===== config.mk =====
export PLATFORM = sky130hd
export DESIGN_NAME = iec_bus_conditioner
export DESIGN_NICKNAME = d
export VERILOG_FILES = /design/src/rtl/iec_bus_conditioner.sv
export SDC_FILE = /design/constraint.sdc
export NUM_CORES = 1
export LEC_CHECK = 0
export ABC_AREA = 1
export ABC_CLOCK_PERIOD_IN_PS = 3060
export CAP_MARGIN = 25
export CORE_MARGIN = 2
export CORE_UTILIZATION = 50
export CTS_BUF_LIST = sky130_fd_sc_hd__clkbuf_2
export CTS_CLUSTER_DIAMETER = 50
export DETAILED_ROUTE_END_ITERATION = 16
export PLACE_DENSITY_LB_ADDON = 0.12
export SETUP_SLACK_MARGIN = 0.02
export SYNTH_ARGS = -nofsm -noshare
export SYNTH_HDL_FRONTEND = slang
export SYNTH_SLANG_ARGS = --single-unit

===== constraint.sdc =====
create_clock -name clk32 -period 3.06 [get_ports clk32]
set_input_delay 0.612 -clock clk32 [delete_from_list [all_inputs] [get_ports clk32]]
set_output_delay 0.612 -clock clk32 [all_outputs]
set_load 0.05 [all_outputs]

===== src/rtl/iec_bus_conditioner.sv =====
// rtl/iec_bus_conditioner.sv - IEC line synchroniser/filter/edge detector and phi2 enable generator
// Optional feature macro: IEC_GLITCH_CNT_EN (per-channel rejected-pulse counters).
module iec_bus_conditioner #(
  parameter int   CH          = 3,
  parameter int   SYNC_STAGES = 2,
  parameter int   FILT_LEN    = 1,
  parameter int   DIV         = 32,
  parameter logic RST_LVL     = 1'b1
) (
  input  logic            clk32,
  input  logic            reset,
  input  logic [CH-1:0]   ch_in,
  output logic [CH-1:0]   ch_out,
  output logic [CH-1:0]   ch_rise,
  output logic [CH-1:0]   ch_fall,
  input  logic            run,
  input  logic            fast,
  output logic            fast_act,
  output logic            p2_h_r,
  output logic            p2_h_f,
  input  logic            glitch_clr,
  output logic [8*CH-1:0] glitch_cnt
);

  localparam int             PCW       = $clog2(DIV);
  localparam logic [3:0]     FILT_MAX  = 4'(FILT_LEN);
  localparam logic [4:0]     FILT_CMP  = 5'(FILT_LEN);
  localparam logic [PCW-1:0] LAST_NORM = PCW'(DIV - 1);
  localparam logic [PCW-1:0] LAST_FAST = PCW'(DIV / 2 - 1);
  localparam logic [PCW-1:0] HALF_NORM = PCW'(DIV / 2);
  localparam logic [PCW-1:0] HALF_FAST = PCW'(DIV / 4);

  genvar g;
  for (g = 0; g < CH; g++) begin : g_ch
    logic [SYNC_STAGES-1:0] sync_q;
    logic                   prev_q;
    logic [3:0]             cnt_q;
    logic                   out_q;
    logic                   rise_q;
    logic                   fall_q;
    logic                   s;
    logic                   accept;

    // s is the metastability-safe copy of the pin; the filter only sees s
    assign s      = sync_q[SYNC_STAGES-1];
    // FILT_LEN consecutive equal comparisons (counter saturated or about to reach it)
    assign accept = (s == prev_q) && (({1'b0, cnt_q} + 5'd1) >= FILT_CMP);

    // Synchroniser chain, idle level on reset so no false edge appears at release
    always_ff @(posedge clk32 or posedge reset) begin
      if (reset) begin
        sync_q <= {SYNC_STAGES{RST_LVL}};
      end else begin
        sync_q <= {sync_q[SYNC_STAGES-2:0], ch_in[g]};
      end
    end

    // Stability filter with registered edge pulses aligned to the ch_out change
    always_ff @(posedge clk32 or posedge reset) begin
      if (reset) begin
        prev_q <= RST_LVL;
        cnt_q  <= 4'd0;
        out_q  <= RST_LVL;
        rise_q <= 1'b0;
        fall_q <= 1'b0;
      end else begin
        prev_q <= s;
        rise_q <= accept & s & ~out_q;
        fall_q <= accept & ~s & out_q;
        if (s != prev_q) begin
          cnt_q <= 4'd0;
        end else if (accept) begin
          cnt_q <= FILT_MAX;
        end else begin
          cnt_q <= cnt_q + 4'd1;
        end
        if (accept) begin
          out_q <= s;
        end
      end
    end

    assign ch_out[g]  = out_q;
    assign ch_rise[g] = rise_q;
    assign ch_fall[g] = fall_q;

`ifdef IEC_GLITCH_CNT_EN
    logic [7:0] gcnt_q;

    // A change of s back to the accepted level means a pulse died in the filter
    always_ff @(posedge clk32 or posedge reset) begin
      if (reset) begin
        gcnt_q <= 8'd0;
      end else if (glitch_clr) begin
        gcnt_q <= 8'd0;
      end else if ((s != prev_q) && (s == out_q) && (gcnt_q != 8'hff)) begin
        gcnt_q <= gcnt_q + 8'd1;
      end
    end

    assign glitch_cnt[8*g +: 8] = gcnt_q;
`else
    assign glitch_cnt[8*g +: 8] = 8'h00;
`endif
  end

`ifndef IEC_GLITCH_CNT_EN
  logic unused_glitch_clr;
  assign unused_glitch_clr = glitch_clr;
`endif

  logic [PCW-1:0] pc_q;
  logic           fast_q;
  logic           p2r_q;
  logic           p2f_q;
  logic           pc_last;
  logic [PCW-1:0] pc_half;

  // Period end and mid point follow the rate latched at the last wrap
  assign pc_last = fast_q ? (pc_q == LAST_FAST) : (pc_q == LAST_NORM);
  assign pc_half = fast_q ? HALF_FAST : HALF_NORM;

  // Phase counter; rate changes only at wrap so a phase is never cut short
  always_ff @(posedge clk32 or posedge reset) begin
    if (reset) begin
      pc_q   <= '0;
      fast_q <= 1'b0;
      p2r_q  <= 1'b0;
      p2f_q  <= 1'b0;
    end else if (run) begin
      p2r_q <= (pc_q == '0);
      p2f_q <= (pc_q == pc_half);
      if (pc_last) begin
        pc_q   <= '0;
        fast_q <= fast;
      end else begin
        pc_q <= pc_q + PCW'(1);
      end
    end else begin
      p2r_q <= 1'b0;
      p2f_q <= 1'b0;
    end
  end

  assign fast_act = fast_q;
  assign p2_h_r   = p2r_q;
  assign p2_h_f   = p2f_q;

endmodule


== Yosys cells after proc, flatten, opt, wreduce, memory -nomap -nowiden ==
Index checks and enable logic that the tools add are counted.

* Add/subtract/negate cells: 7
* $mul: 0
* Div/mod/pow operators: 0
* $lt $le $gt $ge: 3
* Equality and inequality tests: 9
* Shift operators: 0
* Multiplexer cells: 11
* Bitwise gates (word level): 18
* Reduce and logical (&&, ||, !) cells: 5

{| class="wikitable"
|+ Operator list
! operator !! count
|-
| two-way mux 4 bit || 6
|-
| adder 4 x 1 -> 5 bit (second input constant) || 3
|-
| >= comparator 5 x 1 -> 1 bit (second input constant) || 3
|-
| adder 4 x 1 -> 4 bit (second input constant) || 3
|-
| AND 1 bit || 12
|-
| two-way mux 5 bit || 2
|-
| inverter 1 bit || 6
|-
| adder 5 x 1 -> 5 bit (second input constant) || 1
|-
| == test 5 x 4 -> 1 bit (second input constant) || 1
|-
| == test 5 bit || 1
|-
| == test 5 bit (second input constant) || 1
|-
| logical NOT 5 bit || 1
|-
| == test 1 bit || 3
|-
| logical AND 1 bit || 3
|-
| two-way mux 1 bit || 3
|-
| != test 1 bit || 3
|-
| AND reduction 2 bit || 1
|}

* Bits in registers: 38
* Bits in latches: 0
* Memory bits (writable): 0
* ROM bits: 0
* Logic and storage cells: 75
* Memories kept: 0

== Logic depth before layout (Yosys ltp) ==
* Depth in word-level cells: 5
* Gate-level depth with buffers: 9
* Depth with buffers taken out: 9

== Worst setup path after synthesis ==
Ideal clock, no wire load.

* Kind: reg2out
* From: register g_ch[1].out_q
* To: output port ch_out[1]
* Data arrival time: 0.712 ns
* Path slack: 1.736 ns
* Stages on the path, launching flop included: 2
* Path buffers: 1
* Path through: dfstp_2 > buf_4

{| class="wikitable"
|+ RTL lines
! item !! line !! text
|-
| start, declared || 38 || <nowiki>logic out_q;</nowiki>
|-
| start signal, assigned || 78 || <nowiki>out_q <= s;</nowiki>
|-
| end, declared || 13 || <nowiki>output logic [CH-1:0] ch_out,</nowiki>
|}

No word-level cell between the ends.

== Worst setup path in the final report ==
* From: register g_ch[1].out_q
* To: output port ch_out[1]

No word-level cell between the ends.

==> results.toml <==
[run_status]
status = "complete, no violations"

[worst_hold_path]
hp-start = "g_ch[0].sync_q[0]"
hold_path.class = "reg -> reg"

[yosys]
syn_inst = 177
ys_warn_count = 0
muxShareOfSynthArea_pct = 0
synth_top_area_share_pct = 37.3
yosysSeqAreaShare_pct = 55.3
synth.area.top_cells = "dfrtp_1 (37%), dfstp_2 (18%), buf_4 (15%)"
synth_fa_ha_area_share_pct = 5.73
syn_area_sq_um = 1750
synth_edf_count = 0
synth_top_family_by_area = "buffers and inverters"
synthTopCellsByCount = "buf_4 (34), nand2_1 (32), inv_1 (28), dfrtp_1 (26), nor2_1 (14)"
netlist-cell-type-count = 20
synth.largest_area_cell = "dfrtp_1"
yosys_register_bits = 38
synthSimpleGateAreaFrac_pct = 14.9
avgSynthCellArea_sq_um = 9.86
synth-main-ff-cell = "dfrtp_1"
synth_xor_area_share_pct = 2.01
async_flop_share_pct = 100
synth.most_common_cell = "buf_4"
synth_compound_area_share_pct = 1.15

[worst_setup_path]
critical_path_class = "reg -> out"
regToRegSetupSlack_ns = 1.74
startpoint = "g_ch[1].out_q"
crit-reg2reg-launch = "g_ch[0].cnt_q[0]"
arrival_ns = 1.74
critPathCaptureType = "output port"
slowest_stage = "clkdlybuf4s50_1"
cp-start-kind = "register"
worst_r2r_path_depth = 9
worst-path-stages = 1
required_ns = 2.45
critical_path.top_delay_family = "buffers and inverters"
critical_path_peak_fanout = 4
worst_path_largest_cell_delay_ns = 0.80
endpoint = "ch_out[1]"
path_cells = "clkdlybuf4s50_1"
timing.critical_path.buf_inv = 1
reg2reg_to = "g_ch[0].out_q"

[sta]
tightest_slew_ns = 0.518
slew_violations = 0
period_share_pct = 76.8
setup_violations = 0
hold_viol_final = 0
rsz0062_at_grt = "false"
relSlewSlack_pct = 65.4
clock.fmax_mhz = 426
clock_skew_ns = 0.0137
finalCriticalPeriod_ns = 2.35
setup_tns_ns = 0

[floorplanning]
start_util_pct = 52.3
core_area_sq_um = 3340
die_w_um = 63.1
chipHeight_um = 63.1
num_rows = 21
ios = 44
die-area_sq_um = 3980

[clocking]
cts_inserted_buffers = 5
clk_path_buf_depth = 2
clock-sinks = 38
cts-htree-levels = 2
root_buffer = "clkbuf_2"
postCtsHoldBufs = 0
ctsResizeCount = 0
cts_tree = "built"
clk_latency_ns = 0.36
clkTransAtPathRegs_ns = 0.17
cts_setup_buffers = 0

[layout]
seq_area_sq_um = 966
diodes = 0
syn2layout_area_growth_pct = 8.53
drive_gt1_share_pct = 10.9
fillerInstances = 314
post-route-util_pct = 56.8
multiInputGateArea_sq_um = 539
layout.nets = 217

[global_routing]
grt_max_degree = 39
grt_use_total_pct = 13.6
grt_overflow = 0
antenna_found_initial = 0
grt_pass1_wl_mm = 4.13
grt_pass1_vias = 1049

[drt]
drt_iter0_markers = 26
viasPerCell = 4.15
vias = 1030
detail_route.wl_per_cell_um = 8.97
drtAntennaViolNets = 0
drc_errors = 0
dr.pass1.iters = 4
finalWirelength_mm = 2.23

[pwr]
leakage_nw = 1.01
cellPowerDensity_nw_per_um2 = 624
ir_worst_vdd_mv = 0.389

[placed_design]
gp_congestion = 0.709
port_buffers = 18
dpl.hpwl_mm = 1.68

[job]
cap_violations = 0
per-layer routing:
metal	part of all wire [%]	up-vias	track usage, %
met3	7.0	4	6.25
met2	54	35	24.3
met4	0.94	0	5.83
li1	-	510	-
met5	0	-	0
met1	38	481	13.4
logic make-up after synthesis:
group           after synthesis
fa+ha+maj                     8
flops                        38
simple gates                 60
other cells                   1
compound gates                4
xor+xnor                      4
buf+inv                      62
worst min-delay path by stage:
stage                             end  slack [ns]  depth (start not counted)
detailed placement  g_ch[2].sync_q[1]        0.35                          0
finish              g_ch[0].sync_q[1]        0.37                          0
global route        g_ch[2].sync_q[1]        0.37                          0
global placement    g_ch[1].sync_q[1]        0.35                          0
floorplan           g_ch[0].sync_q[1]        0.35                          0
CTS                 g_ch[0].sync_q[1]        0.37                          0
power breakdown:
group | leakage, nW | internal (W) | total (W) | switching [W]
Clock | 0.0304 | 0.0000563 | 0.000206 | 0.000149
Sequential | 0.444 | 0.000578 | 0.000640 | 0.0000620
Combinational | 0.540 | 0.000105 | 0.000337 | 0.000232
cells in the final DEF (no fill, tap or decap), drive strengths merged, types with 2 or more instances in the layout:
cell type,Yosys,layout
xor2,2,2
clkdlybuf4s50,0,18
clkbuf,0,6
inv,28,28
conb,1,33
nand2,32,32
nand4,2,2
dfstp,12,12
nor2,15,15
ha,8,8
nor3,2,2
nand3,7,7
clkinv,0,2
o21ai,3,3
xnor2,2,2
dfrtp,26,26
flip-flops by register name (all words and copies together) (netlist names):
register and cells:
g_ch.prev_q 3, p2_h_f 1, g_ch.rise_q 3, g_ch.cnt_q 12
pc_q 5, g_ch.out_q 3, g_ch.sync_q 6, p2_h_r 1
g_ch.fall_q 3, fast_act 1
worst register-to-register path: stages, from the launching register on:
cell and delay, ns:
dfrtp_1 0.42, inv_1 0.06, ha_1 0.29, inv_1 0.06, nand2_1 0.04, nor2_1 0.09
nand3_1 0.11, nand2_1 0.11, nand2_1 0.06, nand2_1 0.05
layout make-up:
cell class | count | area share, %
Clock buffer | 6 | 1.59
Clock inverter | 2 | 0.462
Inverter | 28 | 5.55
Multi-Input combinational cell | 109 | 28.5
Sequential cell | 38 | 51.0
Tap cell | 46 | 3.04
Timing Repair Buffer | 19 | 9.91
metrics by stage:
step	power (W)	instances	setup slack (ns)	hold WS (ns)	area, sq um
2_1_floorplan	0.000945	209	1.61	0.345	1870
3_3_place_gp	0.000974	240	1.12	0.345	1860
3_5_place_dp	0.000989	240	1.11	0.348	1860
4_1_cts	0.00120	248	0.665	0.369	1890
5_1_grt	0.00127	248	0.605	0.373	1890
6_report	0.00118	248	0.711	0.368	1890
No activity file was read; power rests on OpenSTA's default activity.
